===== config.mk =====
export PLATFORM = sky130hd
export DESIGN_NAME = float_to_fixed
export DESIGN_NICKNAME = d
export VERILOG_FILES = /design/src/rtl/float_pkg.sv /design/src/rtl/fp16_unpack.sv /design/src/rtl/float_to_fixed.sv
export SDC_FILE = /design/constraint.sdc
export NUM_CORES = 1
export LEC_CHECK = 0
export CAP_MARGIN = 10
export CORE_MARGIN = 4
export CORE_UTILIZATION = 40
export CTS_BUF_LIST = sky130_fd_sc_hd__clkbuf_16
export DETAILED_ROUTE_END_ITERATION = 10
export PLACE_DENSITY = 0.57
export SETUP_SLACK_MARGIN = 0.05
export SYNTH_ARGS = -nofsm -noshare
export SYNTH_HDL_FRONTEND = slang
export SYNTH_SLANG_ARGS = --single-unit

===== constraint.sdc =====
create_clock -name Clk -period 5.4 [get_ports Clk]
set_clock_uncertainty 0.05 [all_clocks]
set_input_delay 0.54 -clock Clk [delete_from_list [all_inputs] [get_ports Clk]]
set_output_delay 0.54 -clock Clk [all_outputs]
set_load 0.05 [all_outputs]

===== src/rtl/float_pkg.sv =====
// Shared FP16 field layout, Q-format constants and FSM encoding for the
// half-precision to fixed-point converter.
package float_pkg;

  localparam int FP_W          = 16;
  localparam int EXP_W         = 5;
  localparam int MANT_W        = 10;
  localparam int MAG_W         = MANT_W + 1;
  localparam int EXP_BIAS      = 15;
  localparam int FRAC_BITS_DEF = 16;
  localparam int OVF_EXP       = 30;
  localparam int FIX_W         = 32;
  // Largest in-range left shift is 20 (exponent 29), so the counter needs 5 bits.
  localparam int CNT_W         = 5;

  typedef enum logic [1:0] {
    ST_IDLE  = 2'd0,
    ST_SHIFT = 2'd1,
    ST_DONE  = 2'd2
  } state_e;

  function automatic logic [FIX_W-1:0] apply_sign(input logic neg,
                                                  input logic [FIX_W-1:0] mag);
    return neg ? -mag : mag;
  endfunction

endpackage


===== src/rtl/fp16_unpack.sv =====
// Combinational FP16 field unpack: sign, magnitude with hidden bit, shift
// direction/amount and overflow value. FLOAT_CONV_SATURATE_EN selects saturation.
module fp16_unpack
  import float_pkg::*;
#(
  parameter int FRAC_BITS = FRAC_BITS_DEF
) (
  input  logic [FP_W-1:0]  fp_in,
  output logic             sign,
  output logic [MAG_W-1:0] mag,
  output logic             left,
  output logic [CNT_W-1:0] amt,
  output logic             ovf,
  output logic [FIX_W-1:0] ovf_val
);

  logic [EXP_W-1:0]  exp_f;
  logic [MANT_W-1:0] mant;
  int                e_eff;
  int                shift;

  always_comb begin
    sign  = fp_in[FP_W-1];
    exp_f = fp_in[FP_W-2 -: EXP_W];
    mant  = fp_in[MANT_W-1:0];
    mag   = {(exp_f != '0), mant};
    // Denormals share the scale of exponent 1.
    e_eff = (exp_f == '0) ? 1 : int'(exp_f);
    shift = e_eff - (EXP_BIAS + MANT_W) + FRAC_BITS;
    left  = (shift > 0);
    amt   = CNT_W'((shift < 0) ? -shift : shift);
    ovf   = (int'(exp_f) >= OVF_EXP);
`ifdef FLOAT_CONV_SATURATE_EN
    // NaN always saturates positive, regardless of its sign bit.
    ovf_val = (sign && !(exp_f == '1 && mant != '0)) ? {1'b1, {(FIX_W-1){1'b0}}}
                                                     : {1'b0, {(FIX_W-1){1'b1}}};
`else
    ovf_val = '0;
`endif
  end

endmodule


===== src/rtl/float_to_fixed.sv =====
// FP16 to signed fixed-point converter: serial one-bit-per-cycle shifter with
// valid/ready handshakes. Overflow saturation is enabled by FLOAT_CONV_SATURATE_EN.
module float_to_fixed
  import float_pkg::*;
#(
  parameter int FRAC_BITS = FRAC_BITS_DEF
) (
  input  logic             Clk,
  input  logic             Rst,
  input  logic [FP_W-1:0]  floatIn,
  input  logic             inValid,
  output logic             inReady,
  output logic [FIX_W-1:0] fixedOut,
  output logic             outValid,
  input  logic             outReady,
  output logic             overflow
);

  logic             u_sign, u_left, u_ovf;
  logic [MAG_W-1:0] u_mag;
  logic [CNT_W-1:0] u_amt;
  logic [FIX_W-1:0] u_ovf_val;

  fp16_unpack #(.FRAC_BITS(FRAC_BITS)) u_unpack (
    .fp_in   (floatIn),
    .sign    (u_sign),
    .mag     (u_mag),
    .left    (u_left),
    .amt     (u_amt),
    .ovf     (u_ovf),
    .ovf_val (u_ovf_val)
  );

  state_e           state_q, state_d;
  logic [FIX_W-1:0] mag_q, mag_d, fixed_q, fixed_d, shifted;
  logic [CNT_W-1:0] cnt_q, cnt_d;
  logic             left_q, left_d, sign_q, sign_d, ovf_q, ovf_d;
  logic             out_valid_q, out_valid_d, in_ready_q, in_ready_d;

  always_comb begin
    // NOTE: every output starts from its held value, so no path can infer a latch.
    state_d     = state_q;
    mag_d       = mag_q;
    cnt_d       = cnt_q;
    left_d      = left_q;
    sign_d      = sign_q;
    ovf_d       = ovf_q;
    fixed_d     = fixed_q;
    out_valid_d = out_valid_q;
    in_ready_d  = in_ready_q;
    shifted     = left_q ? (mag_q << 1) : (mag_q >> 1);

    unique case (state_q)
      ST_IDLE: begin
        if (inValid) begin
          sign_d     = u_sign;
          left_d     = u_left;
          mag_d      = FIX_W'(u_mag);
          cnt_d      = u_amt;
          ovf_d      = u_ovf;
          in_ready_d = 1'b0;
          if (u_ovf) begin
            state_d     = ST_DONE;
            fixed_d     = u_ovf_val;
            out_valid_d = 1'b1;
          end else if (u_amt == '0) begin
            state_d     = ST_DONE;
            fixed_d     = apply_sign(u_sign, FIX_W'(u_mag));
            out_valid_d = 1'b1;
          end else begin
            state_d = ST_SHIFT;
          end
        end
      end
      ST_SHIFT: begin
        mag_d = shifted;
        cnt_d = cnt_q - CNT_W'(1);
        // The final shift and the result load share one edge to meet |s|+1 latency.
        if (cnt_q == CNT_W'(1)) begin
          state_d     = ST_DONE;
          fixed_d     = apply_sign(sign_q, shifted);
          out_valid_d = 1'b1;
        end
      end
      ST_DONE: begin
        if (outReady) begin
          state_d     = ST_IDLE;
          out_valid_d = 1'b0;
          in_ready_d  = 1'b1;
        end
      end
      default: begin
        state_d     = ST_IDLE;
        out_valid_d = 1'b0;
        in_ready_d  = 1'b1;
      end
    endcase
  end

  // NOTE: state uses non-blocking assignments so every flop samples pre-edge values.
  always_ff @(posedge Clk or negedge Rst) begin
    if (!Rst) begin
      state_q     <= ST_IDLE;
      mag_q       <= '0;
      cnt_q       <= '0;
      left_q      <= 1'b0;
      sign_q      <= 1'b0;
      ovf_q       <= 1'b0;
      fixed_q     <= '0;
      out_valid_q <= 1'b0;
      in_ready_q  <= 1'b1;
    end else begin
      state_q     <= state_d;
      mag_q       <= mag_d;
      cnt_q       <= cnt_d;
      left_q      <= left_d;
      sign_q      <= sign_d;
      ovf_q       <= ovf_d;
      fixed_q     <= fixed_d;
      out_valid_q <= out_valid_d;
      in_ready_q  <= in_ready_d;
    end
  end

  assign inReady  = in_ready_q;
  assign fixedOut = fixed_q;
  assign outValid = out_valid_q;
  assign overflow = ovf_q;

endmodule


Word level (Yosys, flattened, before mapping)

Cells that the tools add are included.
W data, S select, Z words.

Bits in registers: 76
Input bits: 20
Output and inout port bits: 35
Logic and storage cells: 66

Add/sub/neg operators: 6
Order comparisons: 3
Equal/unequal tests: 7
Mux-type cells: 29
Bitwise gates (word level): 1
Reduce and logical (&&, ||, !) cells: 11

Operators with widths:

| cell                    | number |
|---|---|
| $mux W32                | 8 |
| $pmux W32 S2            | 2 |
| $add A32 B6 Y32 const B | 1 |
| $gt A32 B1 Y1 const B   | 1 |
| $lt A32 B1 Y1 const B   | 1 |
| $neg A11 Y32            | 1 |
| $neg A32 Y32            | 1 |
| $sub A32 B6 Y32 const B | 1 |
| $mux W5                 | 3 |
| $logic_not A5 Y1        | 2 |
| $mux W2                 | 5 |
| $pmux W5 S2             | 1 |
| $reduce_and A4 Y1       | 2 |
| $mux W1                 | 7 |
| $ne A2 B2 Y1 const B    | 3 |
| $pmux W1 S3             | 2 |
| $pmux W2 S3             | 1 |
| $reduce_and A3 Y1       | 2 |
| $eq A5 B1 Y1 const B    | 1 |
| $ge A5 B5 Y1 const B    | 1 |
| $neg A5 Y5              | 1 |
| $reduce_bool A5 Y1      | 1 |
| $sub A5 B1 Y5 const B   | 1 |
| $reduce_and A2 Y1       | 2 |
| other kinds (6)         | 6 |

Longest topological paths before layout

Gate-level depths: netlist of run 1.

Depth after elaboration: 11
Depth in mapped cells: 14
Gate-level depth less buffers: 10

Hierarchy

From an unflattened synthesis of run 1, not the netlist that was laid out.

Cell total of the unflattened synthesis: 695
Area, all modules: 5726.7 um^2

Modules (own cells, without submodules):

| module         | times used | cells each | area each (um^2) | sequential area each (um^2) |
|---|---|---|---|---|
| float_to_fixed | 1          | 614        | 5134.9           | 1903.1 |
| fp16_unpack    | 1          | 81         | 591.8            | 0.0 |

Least setup slack after synthesis of run 1

Ideal clock, no wire load.

Path type: reg2reg
From: register left_q
To: register fixed_q[22] (netlist: fixedOut[22])
Setup time: 125 ps
Arrival: 3215 ps
Data required time: 5225 ps
Path slack: 2011 ps
Cell stages (with the launch flop): 15
Path buffers: 6
Period minus slack after synthesis: 3389 ps
Cell sequence: dfrtp_1 > buf_6 > buf_2 > buf_2 > buf_2 > buf_2 > nand2b_1 > ha_1 > o21ai_0 > or4_1 > buf_2 > o31ai_1 > xnor2_1 > o21ai_0 > mux2_2

Longest elaborated chain between the ends: 5

RTL lines:

| what                     | RTL line              | source |
|---|---|---|
| start: declaration       | float_to_fixed.sv:37  | `logic left_q, left_d, sign_q, sign_d, ovf_q, ovf_d;` |
| start signal: assignment | float_to_fixed.sv:116 | `left_q <= left_d;` |
| $mux W32 *               | float_to_fixed.sv:51  | `shifted = left_q ? (mag_q << 1) : (mag_q >> 1);` |
| $neg A32 Y32             | float_pkg.sv:24       | `return neg ? -mag : mag;` |
| $mux W32 *               | float_pkg.sv:24       |  |
| $mux W32 *               | float_to_fixed.sv:79  | `if (cnt_q == CNT_W'(1)) begin` |
| $pmux W32 S2 *           | float_to_fixed.sv:53  | `unique case (state_q)` |
| end signal: assignment   | float_to_fixed.sv:119 | `fixed_q <= fixed_d;` |
| end: declaration         | float_to_fixed.sv:35  | `logic [FIX_W-1:0] mag_q, mag_d, fixed_q, fixed_d, shifted;` |

Mark *: on every way between the ends. The rest lies on a longest branch, timed or not. The select of a mux whose other input is x is not followed.
A chain may end at the register's enable or synchronous reset.

Worst setup path after layout of run 1

From: input port floatIn[12]
To: register fixed_q[9] (netlist: fixedOut[9])

Longest elaborated chain between the ends: 9
Elaborated cells on any way between the ends: 14
Those cells by class: add/sub (3); order compare (2); eq/ne (1); mux (5); reduce/logical (3)

RTL lines:

| what                                        | RTL line             | source |
|---|---|---|
| start: declaration                          | float_to_fixed.sv:10 | `input logic [FP_W-1:0] floatIn,` |
| $logic_not A5 Y1                            | fp16_unpack.sv:28    | `e_eff = (exp_f == '0) ? 1 : int'(exp_f);` |
| $mux W5                                     | fp16_unpack.sv:28    |  |
| $sub A32 B6 Y32                             | fp16_unpack.sv:29    | `shift = e_eff - (EXP_BIAS + MANT_W) + FRAC_BITS;` |
| $add A32 B6 Y32                             | fp16_unpack.sv:29    |  |
| $lt A32 B1 Y1 or $neg A5 Y5 (tied branches) | fp16_unpack.sv:31    | `amt = CNT_W'((shift < 0) ? -shift : shift);` |
| $mux W5                                     | fp16_unpack.sv:31    |  |
| $logic_not A5 Y1                            | float_to_fixed.sv:66 | `end else if (u_amt == '0) begin` |
| $ne A3 B3 Y1 (no line)                      | --                   |  |
| $reduce_and A4 Y1 (no line)                 | --                   |  |

Several ways; a longest one is shown, not always the timed one. The select of a mux whose other input is x is not followed.

==> reports/results.ini, run 1 <==
[critical_path]
path_class=in -> reg
cp-end-kind=register
crit_fanout=20
reg2reg_slack_ns=1.85
worst_ep_required_time_ns=5.58
crit_arrival_ns=4.20
critPathLaunchType=input pin

[final_layout]
ff_latch_area_um2=1900
synthToLayoutAreaGrowth_pct=17.2
fin_util_pct=48.1
drive_gt1_share_pct=10.5
multi_input_area_um2=3080
fillers=1218
nNetsFinal=643
diodes=0
final_cells=789

[routing]
drtIter0Drc=325
wl_um=13400
drc_errors=0
vias_per_cell=5.63
ant_nets=0
wl_per_cell_um=17.0
firstDrtPassIters=4
vias=4443

[synth]
synthesis.nets=609
synth-seq-cells=76
ys_types=61
synth_edf_count=0
synthArstFlopShare_pct=100
synth_area_um2=5200
ys_warn_count=0
netlist_instances=578
yosysSeqAreaShare_pct=36.6
synth.avg_cell_area_um2=9.00
synthFlopType=dfrtp_1

[clock_network]
clk_latency_ns=0.35
cts_buffers=9
cts_resized=0
cts.sinks=76
clock_path_buffers=2
cts_max_level=3
path_clk_slew_ns=0.05
clockRootBuffer=clkbuf_16
cts_tree=yes
cts_setup_buffers=0
hold_buffers=0

[floorplan]
dieHeight_um=122
start_util_pct=41.1
die_w_um=122
rows=41
ios=55
fp.coreArea_um2=12700
dieArea_um2=14900

[outcome]
status=complete, no violations

[min_path]
min_path_type=in -> async

[grt]
overflow=0
grt_start_max_net_pins=89
first_global_vias=4460
grt_antenna_before_repair=0
grt_pass1_wl_um=22700
gr-usage-all-layers_pct=19.3

[timing]
tns_ns=0
fmax_mhz=248
period_needed_ns=4.03
drv_slew=0
fin_crit_sh_pct=74.5
fin_ws_ns=1.37
finalSetupViolations=0
worstMarginPinSlew_ns=1.01
hold_violations=0
slew_headroom_pct=33.0
rsz0062_at_grt=no
hold_ws_ns=0.311

[place]
portBuffers=54
dp.cells=773
gp_congestion=0.792
hpwl_um=9090
preCtsSetupSlack_ns=1.06

[power_and_ir_drop]
ir_drop_mv=0.310
p_per_area_nw_per_um2=640
p_leak_nw=2.58

[job]
maxCapViolCount=0

==> routing by layer <==
metal  global-route usage (%)  wire, µm
met5                        0         0
met4                     5.39       157
met3                     4.97       500
met2                     31.4      6560
met1                     25.5      6230
==> cell type report <==
| class | count | area share, % |
|---|---|---|
| Multi-Input combinational cell | 448 | 50.5 |
| Inverter | 17 | 1.05 |
| Clock buffer | 9 | 3.69 |
| Tap cell | 172 | 3.53 |
| Timing Repair Buffer | 60 | 9.56 |
| Sequential cell | 76 | 31.2 |
| Clock inverter | 7 | 0.472 |
==> cell usage in the layout, fill, tap and decap left out, types with 4 or more instances in the layout <==
cell | synthesis | layout
o21ai_0 | 59 | 59
a221o_1 | 7 | 7
clkdlybuf4s50_1 | 0 | 53
nor2_1 | 46 | 46
nor4_1 | 6 | 6
o22ai_1 | 11 | 11
o211ai_1 | 4 | 4
clkbuf_16 | 0 | 9
xnor2_1 | 25 | 25
a21oi_1 | 16 | 16
ha_1 | 11 | 11
inv_1 | 17 | 21
buf_4 | 0 | 7
nor3b_1 | 8 | 8
or3_1 | 4 | 4
xor2_1 | 9 | 9
nor3_1 | 20 | 20
mux2_2 | 30 | 30
o31ai_1 | 7 | 7
nand2b_1 | 7 | 7
o221ai_1 | 6 | 6
nand3_1 | 27 | 27
nand2_1 | 49 | 48
dfrtp_1 | 75 | 74
mux2i_1 | 35 | 35
==> report_power, final <==
| group | switching, mW | total (mW) | internal (mW) | leakage (nW) |
|---|---|---|---|---|
| registers | 0.243 | 1.03 | 0.790 | 0.964 |
| logic | 1.43 | 2.34 | 0.908 | 1.48 |
| clock network | 0.231 | 0.531 | 0.301 | 0.142 |
==> sequential cells by signal, summed over array words and instances, names as in the netlist <==
register  cells
fixedOut     32
mag_q        32
cnt_q         5
state_q       2
inReady       1
left_q        1
outValid      1
overflow      1
sign_q        1
==> per-stage QoR <==
step | area (µm²) | total power, mW
floorplan | 5200 | 2.75
global placement | 5840 | 3.35
detailed placement | 5840 | 3.38
CTS | 6100 | 3.93
global route | 6100 | 4.20
finish | 6100 | 3.90
==> synth_stat cells (4+ instances only) <==
cell type,number,area (µm²)
nor4_1,6,37.5
buf_2,10,50.1
nand3_1,27,135
nor3b_1,8,60.1
nor3_1,20,100
o21ai_0,59,295
nor2_1,46,173
o221ai_1,6,52.6
nand2_1,49,184
buf_1,4,15.0
clkbuf_1,20,75.1
a21oi_1,16,80.1
o211ai_1,4,30.0
xnor2_1,25,219
mux2i_1,35,350
mux2_2,30,338
or3_1,4,25.0
nand2b_1,7,43.8
o22ai_1,11,68.8
a221o_1,7,70.1
dfrtp_1,75,1880
xor2_1,9,78.8
o31ai_1,7,52.6
inv_1,17,63.8
ha_1,11,138
==> worst max-delay path, stage by stage <==
cell and delay, ns:
clkdlybuf4s50_1 0.56, nor4_1 0.41, nor2_1 0.12, ha_1 0.27
xnor2_1 0.32, and2_1 0.20, a31oi_1 0.10, xnor2_1 0.22
a211oi_1 0.13, o21ai_4 0.62, buf_4 0.35, mux2_2 0.35
==> path summary, 6_finish.rpt <==
path | startpoint | to | depth (start not counted)
worst max-delay path | floatIn[12] | fixedOut[9]$_DFFE_PN0P_ | 12
worst min-delay path | Rst | fixedOut[7]$_DFFE_PN0P_ | 1
worst max register to register | left_q$_DFFE_PN0P_ | fixedOut[16]$_DFFE_PN0P_ | 8
worst min register to register | overflow$_DFFE_PN0P_ | overflow$_DFFE_PN0P_ | 2
max in group asynchronous | Rst | left_q$_DFFE_PN0P_ | 1
min in group Clk | overflow$_DFFE_PN0P_ | overflow$_DFFE_PN0P_ | 2
==> cell families (layout without fill, tap and decap cells) <==
group | Yosys count | after routing | share of synthesized area (%)
AND/OR/NAND/NOR | 190 | 190 | 18.1
flip-flops | 76 | 76 | 36.6
buffers and inverters | 54 | 93 | 4.57
adder cells (fa/ha/maj) | 11 | 11 | 2.65
XOR/XNOR | 34 | 34 | 5.72
AO/OA/AOI/OAI | 144 | 144 | 18.3
multiplexers | 69 | 69 | 14.1
Power figures use the tool's default switching activity.
==> run 2, diff against run 1 <==
--- a/config.mk
+++ b/config.mk
@@ -10,7 +10,7 @@
 export CORE_UTILIZATION = 40
 export CTS_BUF_LIST = sky130_fd_sc_hd__clkbuf_16
 export DETAILED_ROUTE_END_ITERATION = 10
-export PLACE_DENSITY = 0.57
+export PLACE_DENSITY = 0.59
 export SETUP_SLACK_MARGIN = 0.05
 export SYNTH_ARGS = -nofsm -noshare
 export SYNTH_HDL_FRONTEND = slang
==> constraint.sdc (replaced) <==
create_clock -name Clk -period 3.6 [get_ports Clk]
set_clock_uncertainty 0.05 [all_clocks]
set_input_delay 0.36 -clock Clk [delete_from_list [all_inputs] [get_ports Clk]]
set_output_delay 0.36 -clock Clk [all_outputs]
set_load 0.05 [all_outputs]
==> run 2 against run 1 <==
Register-to-register slack lost 1.3 ns. Critical endpoint is now fixedOut[29]$_DFFE_PN0P_. Critical path depth is the same. Via count grew 1.6%. Clock-buffer cell count is the same. Sequential share of layout area shrank 0.74 points. Total power grew 53%.
==> reports/results.ini, run 2 (synthesis results as in run 1) <==
[outcome]
status=complete, no violations  ; unchanged

[timing]
tns_ns=0  ; unchanged
worstMarginPinSlew_ns=0.984  ; was 1.01 ns
slew_headroom_pct=34.4  ; was 33.0%
rsz0062_at_grt=no  ; unchanged
drv_slew=0  ; unchanged
finalSetupViolations=0  ; unchanged
hold_violations=0  ; unchanged
fin_crit_sh_pct=87.4
fmax_mhz=318
period_needed_ns=3.15

[critical_path]
critPathLaunchType=input pin  ; unchanged
cp-end-kind=register  ; unchanged
cp_slowest_cell=a211oi_1  ; was o21ai_4
max_stage_delay_ns=0.45  ; was 0.62 ns
reg2reg_slack_ns=0.54  ; was 1.85 ns
worstReg2RegEnd=fixedOut[26]$_DFFE_PN0P_  ; was fixedOut[16]$_DFFE_PN0P_
worst_ep_required_time_ns=3.77  ; was 5.58 ns
reg2reg_depth=8  ; unchanged
cpMostUsedCell=a211oi_1  ; was xnor2_1
r2r_start=left_q$_DFFE_PN0P_  ; unchanged
path_class=in -> reg  ; unchanged
crit_arrival_ns=3.32  ; was 4.20 ns
path_cells=clkdlybuf4s50_1 > nor4_1 > nor2_1 > ha_1 > xnor2_1 > a211oi_1 > nor3_1 > o21ai_0 > a211oi_1 > o21ai_4 > buf_12 > mux2_1  ; was clkdlybuf4s50_1 > nor4_1 > nor2_1 > ha_1 > xnor2_1 > and2_1 > a31oi_1 > xnor2_1 > a211oi_1 > o21ai_4 > buf_4 > mux2_2
crit_fanout=19  ; was 20

[clock_network]
cts_resized=0  ; unchanged
cts_setup_buffers=0  ; unchanged
hold_buffers=0  ; unchanged
cts_tree=yes  ; unchanged
cts.sinks=76  ; unchanged
path_clk_slew_ns=0.06  ; was 0.05 ns
clk_latency_ns=0.34  ; was 0.35 ns
clock_path_buffers=2  ; unchanged
cts_buffers=9  ; unchanged
clockRootBuffer=clkbuf_16  ; unchanged
cts_max_level=3  ; unchanged

[grt]
overflow=0  ; unchanged
grt_util_met1_pct=26.2  ; was 25.5%
met2_usage_pct=30.2  ; was 31.4%
first_global_vias=4406  ; was 4460
grt_start_max_net_pins=77  ; was 89
use_met3_pct=3.67  ; was 4.97%
gr-usage-all-layers_pct=18.9  ; was 19.3%
grt_pass1_wl_um=22500  ; was 22700 µm
busiest_layer=met2  ; unchanged
grt_antenna_before_repair=0  ; unchanged

[final_layout]
multi_input_area_um2=3080  ; unchanged
drive_gt1_share_pct=12.8  ; was 10.5%
diodes=0  ; unchanged
layout_commonest_cell=dfrtp_1  ; unchanged
nNetsFinal=658  ; was 643
ff_latch_area_um2=1900  ; unchanged
synthToLayoutAreaGrowth_pct=20.0  ; was 17.2%
fillers=1216  ; was 1218
final_cell_mix=dfrtp_1, o21ai_0, clkdlybuf4s50_1  ; unchanged

[routing]
ant_nets=0  ; unchanged
wl_per_cell_um=16.5  ; was 17.0 µm
drc_errors=0  ; unchanged
firstDrtPassIters=5  ; was 4
vias_per_cell=5.62  ; was 5.63
drtIter0Drc=311  ; was 325
vias=4515  ; was 4443
wl_um=13200  ; was 13400 µm

[min_path]
min_path_type=in -> async  ; unchanged

[place]
gp_congestion=0.890  ; was 0.792
hpwl_um=9450  ; was 9090 µm
portBuffers=54  ; unchanged

[power_and_ir_drop]
p_leak_nw=2.67  ; was 2.58 nW
p_per_area_nw_per_um2=953  ; was 640 nW/µm²
ir_drop_mv=0.444  ; was 0.310 mV
p_total_mw=5.95  ; was 3.90 mW

[floorplan]
start_util_pct=41.1  ; unchanged
dieArea_um2=14900  ; unchanged
ios=55  ; unchanged
rows=41  ; unchanged
dieHeight_um=122  ; unchanged
fp.coreArea_um2=12700  ; unchanged
die_w_um=122  ; unchanged

[job]
maxCapViolCount=0  ; unchanged

run 2: changes by cell type in the layout (fill, tap and decap cells not counted):
cell / previous run / this run
buf_12: 0 / 3
clkinv_1: 1 / 0
clkinv_2: 2 / 3
buf_4: 7 / 19
inv_1: 21 / 20
run 2: area by class of cell:
type / count / share of cell area, %
clock buffers: 9 / 3.61
multi-input cells: 448 / 49.3
clock inverters: 6 / 0.421
well taps: 172 / 3.45
repair buffers: 75 / 11.7
inverters: 17 / 1.02
flip-flops and latches: 76 / 30.5
run 2: worst max-delay path, delay by kind of cell:
kind | cells | cell delay (ns)
AO/OA/AOI/OAI | 4 | 0.83
AND/OR/NAND/NOR | 3 | 0.63
buffers and inverters | 2 | 0.60
XOR/XNOR | 1 | 0.32
multiplexers | 1 | 0.32
adder cells (fa/ha/maj) | 1 | 0.26
run 2: worst max path at each step:
stage,start,end
6_report,floatIn[12],fixedOut[29]$_DFFE_PN0P_
5_1_grt,floatIn[12],fixedOut[29]$_DFFE_PN0P_
3_3_place_gp,floatIn[12],fixedOut[17]$_DFFE_PN0P_
2_1_floorplan,left_q$_DFFE_PN0P_,fixedOut[22]$_DFFE_PN0P_
4_1_cts,floatIn[12],fixedOut[29]$_DFFE_PN0P_
3_5_place_dp,floatIn[12],fixedOut[17]$_DFFE_PN0P_
run 2: through the flow:
stage | worst slack [ns] | hold WS [ns] | instances | utilization, % | area [µm²]
after floorplan | 0.211 | 0.0144 | 578 | - | 5200
after global routing | 0.0920 | 0.243 | 803 | 49.3 | 6240
after CTS | 0.422 | 0.171 | 803 | 49.3 | 6240
after detailed placement | 0.0683 | 0.425 | 788 | 47.3 | 5990
final | 0.453 | 0.131 | 803 | 49.3 | 6240
after global placement | 0.156 | 0.423 | 788 | 47.3 | 5990
run 2: routing by layer:
layer / vias to the layer above / share of wire [%]
li1: 2211 / -
met1: 2219 / 47
met2: 71 / 48
met3: 14 / 3.5
met4: 0 / 1.7
met5: - / 0
run 2: power by group:
group / leakage [nW] / total [mW] / switching, mW / internal (mW)
Sequential: 0.964 / 1.48 / 0.294 / 1.19
Combinational: 1.57 / 3.68 / 2.22 / 1.46
Clock: 0.139 / 0.789 / 0.338 / 0.451
==> run 3, diff against run 2 <==
--- a/config.mk
+++ b/config.mk
@@ -12,6 +12,7 @@
 export DETAILED_ROUTE_END_ITERATION = 10
 export PLACE_DENSITY = 0.59
 export SETUP_SLACK_MARGIN = 0.05
+export SKIP_LAST_GASP = 1
 export SYNTH_ARGS = -nofsm -noshare
 export SYNTH_HDL_FRONTEND = slang
 export SYNTH_SLANG_ARGS = --single-unit
==> results of run 3 <==
The final DEF is identical to that of run 2; final timing and power are the same.
